--- config.mk ---
export PLATFORM = sky130hd
export DESIGN_NAME = wb_buffered_stage
export DESIGN_NICKNAME = d
export VERILOG_FILES = /design/src/rtl/wb_buffered_stage_pkg.sv /design/src/rtl/wb_load_align.sv /design/src/rtl/wb_buffered_stage.sv
export SDC_FILE = /design/constraint.sdc
export NUM_CORES = 1
export LEC_CHECK = 0
export ABC_AREA = 0
export BUFFER_PORTS_ARGS = -buffer_cell sky130_fd_sc_hd__buf_2
export CORE_ASPECT_RATIO = 0.9
export CORE_UTILIZATION = 52
export CTS_CLUSTER_SIZE = 25
export DETAILED_ROUTE_END_ITERATION = 8
export PLACE_DENSITY = 0.77
export SLEW_MARGIN = 20
export SYNTH_ARGS = -nofsm -noshare
export SYNTH_HDL_FRONTEND = slang
export SYNTH_SLANG_ARGS = --single-unit
export TNS_END_PERCENT = 5
--- constraint.sdc ---
create_clock -name clk -period 3.7 [get_ports clk]
set_clock_uncertainty 0.2 [all_clocks]
set_input_delay 0.185 -clock clk [delete_from_list [all_inputs] [get_ports clk]]
set_output_delay 0.185 -clock clk [all_outputs]
set_load 0.005 [all_outputs]
--- src/rtl/wb_buffered_stage_pkg.sv ---
// Shared types for the buffered write-back stage.
//   mem_op_t   : memory operation of a retiring instruction
//   wb_entry_t : one queued register-file write {we, addr, data}
//   is_store() : true for operations that never write a register
package wb_buffered_stage_pkg;

  localparam int WB_DATA_W = 32;
  localparam int WB_ADDR_W = 5;

  typedef enum logic [3:0] {
    MEM_OP_NONE = 4'd0,
    MEM_OP_LW   = 4'd1,
    MEM_OP_SW   = 4'd2,
    MEM_OP_LH   = 4'd3,
    MEM_OP_LHU  = 4'd4,
    MEM_OP_LB   = 4'd5,
    MEM_OP_LBU  = 4'd6,
    MEM_OP_SH   = 4'd7,
    MEM_OP_SB   = 4'd8
  } mem_op_t;

  typedef struct packed {
    logic                 we;
    logic [WB_ADDR_W-1:0] addr;
    logic [WB_DATA_W-1:0] data;
  } wb_entry_t;

  function automatic logic is_store(input mem_op_t op);
    return (op == MEM_OP_SW) || (op == MEM_OP_SH) || (op == MEM_OP_SB);
  endfunction

endpackage

--- src/rtl/wb_load_align.sv ---
// Combinational write-value former for the write-back stage.
// Ports:
//   mem_op_i      : memory operation of the retiring instruction
//   byte_off_i    : effective address bits [1:0]
//   load_data_i   : aligned memory word (little-endian lanes, byte 0 = [7:0])
//   alu_result_i  : ALU result, used for non-load instructions
//   data_o        : value to write into the register file
//   misaligned_o  : LW with byte_off != 0, or LH/LHU with byte_off[0] set
module wb_load_align
  import wb_buffered_stage_pkg::*;
(
  input  mem_op_t              mem_op_i,
  input  logic [1:0]           byte_off_i,
  input  logic [WB_DATA_W-1:0] load_data_i,
  input  logic [WB_DATA_W-1:0] alu_result_i,
  output logic [WB_DATA_W-1:0] data_o,
  output logic                 misaligned_o
);

  logic [15:0] half_sel;
  logic [7:0]  byte_sel;

  assign half_sel = byte_off_i[1] ? load_data_i[31:16] : load_data_i[15:0];
  assign byte_sel = load_data_i[{byte_off_i, 3'b000} +: 8];

  always_comb begin
    data_o       = alu_result_i;
    misaligned_o = 1'b0;
    case (mem_op_i)
      MEM_OP_LW: begin
        data_o       = load_data_i;
        misaligned_o = (byte_off_i != 2'b00);
      end
      MEM_OP_LH: begin
        data_o       = {{16{half_sel[15]}}, half_sel};
        misaligned_o = byte_off_i[0];
      end
      MEM_OP_LHU: begin
        data_o       = {16'h0000, half_sel};
        misaligned_o = byte_off_i[0];
      end
      MEM_OP_LB:  data_o = {{24{byte_sel[7]}}, byte_sel};
      MEM_OP_LBU: data_o = {24'h000000, byte_sel};
      default:    data_o = alu_result_i;
    endcase
  end

endmodule

--- src/rtl/wb_buffered_stage.sv ---
// Buffered MIPS write-back stage.
// Accepts one retiring instruction per cycle, forms its register-file write
// value, and queues it in a DEPTH-entry FIFO drained into the register file.
// Ports:
//   clk, rst                 : clock, synchronous active-high reset
//   in_valid / in_ready      : retire handshake from MEM
//   in_mem_op .. in_byte_off : payload of the retiring instruction
//   rf_we/rf_waddr/rf_wdata  : register-file write from the FIFO head
//   rf_ready                 : register-file port accepts the write
//   fwd_raddr/fwd_hit/fwd_data : youngest-match bypass over queued writes
//   done_out                 : pulse per retired (popped) instruction
//   err_misaligned           : pulse the cycle after a misaligned load is accepted
//   retired_count            : wrapping count of retired instructions
//
// Handshake: a transfer happens on a rising edge where in_valid && in_ready.
// in_ready = !full and is a function of the occupancy register only. A full
// FIFO refuses input even if it pops in the same cycle.
//
// Entry fields are sized by the package widths; DATA_W/ADDR_W are expected to
// keep their defaults (sub-word loads need a 32-bit datapath).
module wb_buffered_stage
  import wb_buffered_stage_pkg::*;
#(
  parameter int DATA_W = 32,
  parameter int ADDR_W = 5,
  parameter int DEPTH  = 2
) (
  input  logic              clk,
  input  logic              rst,
  input  logic              in_valid,
  output logic              in_ready,
  input  mem_op_t           in_mem_op,
  input  logic              in_reg_write,
  input  logic [ADDR_W-1:0] in_reg_dest,
  input  logic [DATA_W-1:0] in_alu_result,
  input  logic [DATA_W-1:0] in_load_data,
  input  logic [1:0]        in_byte_off,
  output logic              rf_we,
  output logic [ADDR_W-1:0] rf_waddr,
  output logic [DATA_W-1:0] rf_wdata,
  input  logic              rf_ready,
  input  logic [ADDR_W-1:0] fwd_raddr,
  output logic              fwd_hit,
  output logic [DATA_W-1:0] fwd_data,
  output logic              done_out,
  output logic              err_misaligned,
  output logic [31:0]       retired_count
);

  localparam int PTR_W = $clog2(DEPTH);
  localparam int CNT_W = $clog2(DEPTH + 1);

  logic [DATA_W-1:0] wr_data;
  logic              misaligned;

  wb_load_align u_align (
    .mem_op_i     (in_mem_op),
    .byte_off_i   (in_byte_off),
    .load_data_i  (in_load_data),
    .alu_result_i (in_alu_result),
    .data_o       (wr_data),
    .misaligned_o (misaligned)
  );

  wb_entry_t         mem_q [DEPTH];
  wb_entry_t         new_entry;
  wb_entry_t         head;
  logic [PTR_W-1:0]  head_q, head_d;
  logic [PTR_W-1:0]  tail_q, tail_d;
  logic [CNT_W-1:0]  count_q, count_d;
  logic [31:0]       retired_count_q, retired_count_d;
  logic              err_q, err_d;
  logic              full, empty, push, pop;
  logic [PTR_W-1:0]  scan_idx;

  assign full  = (count_q == CNT_W'(DEPTH));
  assign empty = (count_q == '0);
  assign push  = in_valid && !full;
  assign head  = mem_q[head_q];
  // Non-writing entries leave without waiting for the register-file port.
  assign pop   = !empty && (!head.we || rf_ready);

  // Misaligned loads and stores still retire, but never write.
  always_comb begin
    new_entry      = '0;
    new_entry.we   = in_reg_write && (in_reg_dest != '0) && !misaligned &&
                     !is_store(in_mem_op);
    new_entry.addr = in_reg_dest;
    new_entry.data = wr_data;
  end

  always_comb begin
    head_d          = pop  ? head_q + PTR_W'(1) : head_q;
    tail_d          = push ? tail_q + PTR_W'(1) : tail_q;
    count_d         = count_q;
    case ({push, pop})
      2'b10:   count_d = count_q + CNT_W'(1);
      2'b01:   count_d = count_q - CNT_W'(1);
      default: count_d = count_q;
    endcase
    retired_count_d = pop ? retired_count_q + 32'd1 : retired_count_q;
    err_d           = push && misaligned;
  end

  always_ff @(posedge clk) begin
    if (rst) begin
      head_q          <= '0;
      tail_q          <= '0;
      count_q         <= '0;
      retired_count_q <= '0;
      err_q           <= 1'b0;
    end else begin
      head_q          <= head_d;
      tail_q          <= tail_d;
      count_q         <= count_d;
      retired_count_q <= retired_count_d;
      err_q           <= err_d;
    end
  end

  // Entry storage carries no reset; occupancy alone decides validity.
  always_ff @(posedge clk) begin
    if (!rst && push) mem_q[tail_q] <= new_entry;
  end

  assign in_ready       = !full;
  assign rf_we          = !empty && head.we;
  assign rf_waddr       = empty ? '0 : head.addr;
  assign rf_wdata       = empty ? '0 : head.data;
  assign done_out       = pop;
  assign err_misaligned = err_q;
  assign retired_count  = retired_count_q;

  // Scan oldest to youngest so a later match overrides an earlier one.
  always_comb begin
    fwd_hit  = 1'b0;
    fwd_data = '0;
    scan_idx = '0;
    for (int i = 0; i < DEPTH; i++) begin
      scan_idx = head_q + PTR_W'(i);
      if ((CNT_W'(i) < count_q) && mem_q[scan_idx].we &&
          (mem_q[scan_idx].addr == fwd_raddr) && (fwd_raddr != '0)) begin
        fwd_hit  = 1'b1;
        fwd_data = mem_q[scan_idx].data;
      end
    end
  end

endmodule

[Word level (Yosys, flattened, before mapping)]
Memory sizes are Yosys's and may differ from the RTL's. A register that Yosys moved wholly into a read port is not among the register bits.
Cells that the tools add are included.
Word-level totals
  bits in registers: 37
  bits in writable memories: 76
  input bits: 85
  output and inout bits: 106
  logic and storage cells: 70
  memories: 1
Memories
  mem_q: words 2, width 38, rd ports 2, clocked after Yosys merged registers in 1, write ports 1, line wb_buffered_stage.sv:65  | wb_entry_t mem_q [DEPTH];
Cells by class
  add/sub/neg operators: 5
  magnitude comparators: 2
  eq/ne operators: 13
  shifts and indexed selects: 1
  multiplexer cells: 14
  reduce and logical (&&, ||, !) cells: 29
Operators with widths (number)
  one-hot mux 32 bit (5 select lines): 1
  2-to-1 mux 32 bit: 3
  adder 32 x 1 -> 32 bit, second input constant: 1
  variable part select 32 x 6 -> 8 bit: 1
  equality test 4 x 3 -> 1 bit, second input constant: 4
  2-to-1 mux 16 bit: 1
  logical AND 1 bit: 14
  equality test 5 bit: 2
  nonzero test 5 bit: 2
  equality test 4 x 2 -> 1 bit, second input constant: 2
  logical NOT 1 bit: 6
  2-to-1 mux 1 bit: 6
  2-to-1 mux 5 bit: 1
  equality test 2 bit, second input constant: 2
  equality test 4 x 1 -> 1 bit, second input constant: 1
  equality test 4 bit, second input constant: 1
  less-than comparator 1 x 2 -> 1 bit, first input constant: 2
  one-hot mux 2 bit (2 select lines): 1
  nonzero test 2 bit: 2
  logical OR 1 bit: 3
  adder 1 bit, second input constant: 2
  adder 2 x 1 -> 2 bit, second input constant: 1
  equality test 2 x 1 -> 1 bit, second input constant: 1
  logical NOT 2 bit: 1
  3 further kinds: 3

[Logic depth before layout (Yosys ltp)]
  word-level depth: 6
  mapped depth: 9
  mapped depth without buffers: 8

[Cells and area by module]
A second synthesis with hierarchy kept.
Unflattened totals
  cells, all modules: 575
  area total of the unflattened synthesis: 6239.7 sq um
Modules (own cells, without submodules)
  wb_buffered_stage: times used 1, cells an instance 425, area an instance 5222.5 sq um, seq. area each 3042.9 sq um
  wb_load_align: times used 1, cells an instance 150, area an instance 1017.2 sq um, seq. area each 0.0 sq um

[Least setup slack after synthesis]
Ideal clock, no wire load.
  path kind: register to register
  start: register count_q[0]
  end: memory mem_q[0][0] (netlist bit), enable pin
  library setup time: 0.433 ns
  arrival time: 2.662 ns
  data required time: 3.067 ns
  setup slack: 0.405 ns
  cell stages (with the launch flop): 7
  buffers on the path: 0
  period minus slack after synthesis: 3.295 ns
  cell sequence: dfxtp_1 inv_1 ha_1 inv_1 nand2_1 or2_2 nor2_1
On the way
  cells in the longest elaborated chain, start to end: 6
Ends and longest elaborated chain
  start, declared: line wb_buffered_stage.sv:70  | logic [CNT_W-1:0] count_q, count_d;
  start signal, assigned: line wb_buffered_stage.sv:115  | count_q <= count_d;
  equality test 2 bit: line wb_buffered_stage.sv:76  | assign full = (count_q == CNT_W'(DEPTH));
  logical NOT 1 bit
  via in_ready: line wb_buffered_stage.sv:31  | output logic in_ready,
  logical AND 1 bit: line wb_buffered_stage.sv:78  | assign push = in_valid && !full;
  logical AND 1 bit: line wb_buffered_stage.sv:123  | if (!rst && push) mem_q[tail_q] <= new_entry;
  2-to-1 mux 1 bit: line wb_buffered_stage.sv:123
  2-to-1 mux 1 bit (not written as such): line wb_buffered_stage.sv:123
  end, declared: line wb_buffered_stage.sv:65
The timed path passes the listed nets, and every way through them passes these cells.

==> flow_summary.yaml <==
status:
  status: "finished clean"
clock_network:
  cts_tree: "yes"
  cts_root_buf: "clkbuf_16"
  worst_skew_pair.late_latency_ps: 410
  numCtsBuffers: 17
  h-tree-depth: 4
  cts_sinks: 114
  post_cts_buffers: 0
  clk_pin_slew_ps: 50
  clk_path_buf_depth: 2
global_routing:
  grt_max_degree: 40
  met1_usage: 0.385
  grt_use_met3: 0.0664
  grt_use_met2: 0.495
  antenna_found_initial: 0
  grt_pass1_wl_um: 27600
  grt_pass1_vias: 5424
  busiest_layer: "met2"
  grt_usage: 0.303
  overflow: 0
detailed_routing:
  drc_errors: 0
  firstDrtPassIters: 5
  ant_nets: 0
  vias: 5590
  drtIter0Drc: 414
  wl_per_cell_um: 18.4
  routed_wl_um: 17700
  vias_per_cell: 5.81
worst_setup_path:
  worst_setup_path_end_kind: "output port"
  r2r_slack_ps: 1100
  worstPathArrival_ps: 2920
  crit_fanout: 20
  setup.worst_path.start_class: "flip-flop"
  r2r_end: "mem_q[0][12]"
  slowest_delay_ps: 500
  path_cells: "mux2i_1, xnor2_1, nor4_2, nand3_1, mux2i_4, buf_16, a22o_1, buf_2"
  critPathSlowestCell: "mux2i_4"
  path_class: "flip-flop to output port"
  cp-endpoint: "fwd_data[19]"
  ff2ff_path_depth: 7
  required_ps: 3310
  r2r-start: "count_q[0]"
placed_design:
  dp.cells: 899
  place_congestion: 1.03
  dp_hpwl_um: 12500
  port_buffers: 190
power_and_ir_drop:
  vdd_drop_max_uv: 339
  p_comb_frac: 0.254
  power_leakage_nw: 3.39
  power_frac_seq: 0.353
  p_int_mw: 3.18
  p_sw_mw: 1.32
  power.total_mw: 4.50
  p_per_area_nw_per_um2: 559
  pwr-share-clk: 0.393
  swShare: 0.292
cells_and_area:
  n_fill_cell: 809
  postLayoutCoreUtil: 0.729
  multiInputGateArea_sq_um: 2780
  nets: 887
  syn_to_final_growth_pct: 33.9
  drive_gt1_frac: 0.302
  diodes: 0
  regArea_sq_um: 3050
  final_cells: 962
yosys:
  ys_seq_elements: 114
  yosysTopAreaCell: "edfxtp_1"
  synthFlopType: "edfxtp_1"
  synth_compound_area_frac: 0.124
  synth_edf_count: 76
  synth_xor_area_frac: 0.0612
  syn-cell-area_sq_um: 6010
  synthMuxAreaShare: 0.0977
  synthSimpleGateAreaFrac: 0.161
  ys_top_cells_by_area: "edfxtp_1 38%, dfxtp_1 13%, mux2i_1 8.5%"
  avgSynthCellArea_sq_um: 10.3
  syn-num-nets: 672
  synth_top_area_share: 0.380
  synth_cell_types: 50
  synth_top_family_by_area: "simple AND/OR/NAND/NOR gates"
  yosys.area_share.adder: 0.0121
  yosys_warnings: 0
  async_reset_ff_frac: 0
  netlist_instances: 582
  ys_seq_area_frac: 0.507
floorplan:
  die_x_um: 115
  rows: 36
  io_pins: 191
  die-area_sq_um: 12000
  initial_core_util: 0.544
  core-area_sq_um: 11000
  die_h_um: 104
job:
  drv_cap: 0
sta:
  rsz0062_at_grt: "no"
  slew_headroom: 0.440
  min_period_ps: 3300
  hold_viol_final: 0
  finalSetupViolations: 0
  finalSetupTns_ps: 0
  timing.fmax_mhz: 303
  maxSlewViolCount: 0
  max_slew.worst_pin.slew_ps: 837
  finalCritPeriodShare: 0.893
worst_hold_path:
  min_path_type: "input pin to flip-flop"
worst min-delay path by stage:
stage	start	to	cells past startpoint
global placement	in_reg_dest[1]	mem_q[1][33]	1
floorplan	in_reg_dest[0]	mem_q[0][32]	0
detailed placement	in_reg_dest[1]	mem_q[1][33]	1
CTS	in_load_data[20]	mem_q[0][20]	3
finish	in_load_data[20]	mem_q[0][20]	3
global route	in_load_data[18]	mem_q[1][2]	2
synthesized netlist by cell type, types with 5 or more instances:
cell type    n
a221oi_1    12
nand3_1     14
and4_1       5
and3_1       5
buf_1        8
dfxtp_1     38
buf_6        5
clkbuf_1    16
a22o_1      32
nand2_1     37
mux2i_1     51
o21ai_0      5
ha_1         5
nand4_1     10
inv_1       12
xnor2_1     17
xor2_1      25
o21ai_1      7
nor2_1     123
nor3_1       6
a21oi_1     24
edfxtp_1    76
registers in the layout, indices dropped and copies added (netlist names), named ones only:
signal,count
err_misaligned,1
retired_count,32
mem_q,76
head_q,1
tail_q,1
count_q,2
power by group through the flow:
stage,registers (mW),clock network [mW],logic [mW]
after floorplan,1.55,0,0.740
after global placement,1.61,0,1.06
after detailed placement,1.61,0,1.09
after CTS,1.59,1.78,1.13
after global routing,1.60,1.85,1.23
final,1.59,1.77,1.14
repair_timing:
action,in CTS,in global routing
endpoints found under the setup margin,1,0
gates resized for setup,1,0
hold endpoints to repair,43,0
hold buffers,30,0
stage by stage:
step | setup WS (ps) | instance area (sq um) | hold WS, ps
6_report | 396 | 8040 | 16.1
5_1_grt | 168 | 8040 | 11.2
4_1_cts | 102 | 8020 | 1.43
3_5_place_dp | 446 | 7070 | 189
3_3_place_gp | 538 | 7070 | 188
2_1_floorplan | 405 | 6010 | 83.9
logic make-up after synthesis:
kind of cell | Yosys count
compound gates | 102
mux | 56
xor+xnor | 42
buf+inv | 46
flops | 114
simple gates | 216
fa+ha+maj | 6
final cells by class:
type | instances | area share
Multi-Input combinational cell | 422 | 0.345
Sequential cell | 114 | 0.379
Tap cell | 152 | 0.0236
Clock inverter | 14 | 0.0263
Timing Repair Buffer | 230 | 0.167
Inverter | 12 | 0.00560
Clock buffer | 18 | 0.0534
cells in the final DEF (no fill, tap or decap), drive strengths merged, types with 10 or more instances in the layout:
cell type	count
a221oi	12
mux2i	53
dfxtp	38
nor2	123
inv	13
clkbuf	18
xnor2	17
a22o	32
o21ai	12
nand4	10
dlygate4sd3	30
buf	200
a21oi	24
edfxtp	76
nand2	37
xor2	25
nand3	14
worst max-delay path, delay by kind of cell (launching register included):
family | cells | cell delay, ps
flip-flops | 1 | 460
AND/OR/NAND/NOR | 2 | 610
multiplexers | 2 | 800
buffers and inverters | 2 | 350
AO/OA/AOI/OAI | 1 | 160
XOR/XNOR | 1 | 110
per-layer routing:
metal,vias up,routed length [um]
li1,2560,-
met1,2645,7060
met2,344,8590
met3,41,1510
met4,0,512
met5,-,0
No activity file was read; power rests on OpenSTA's default activity.
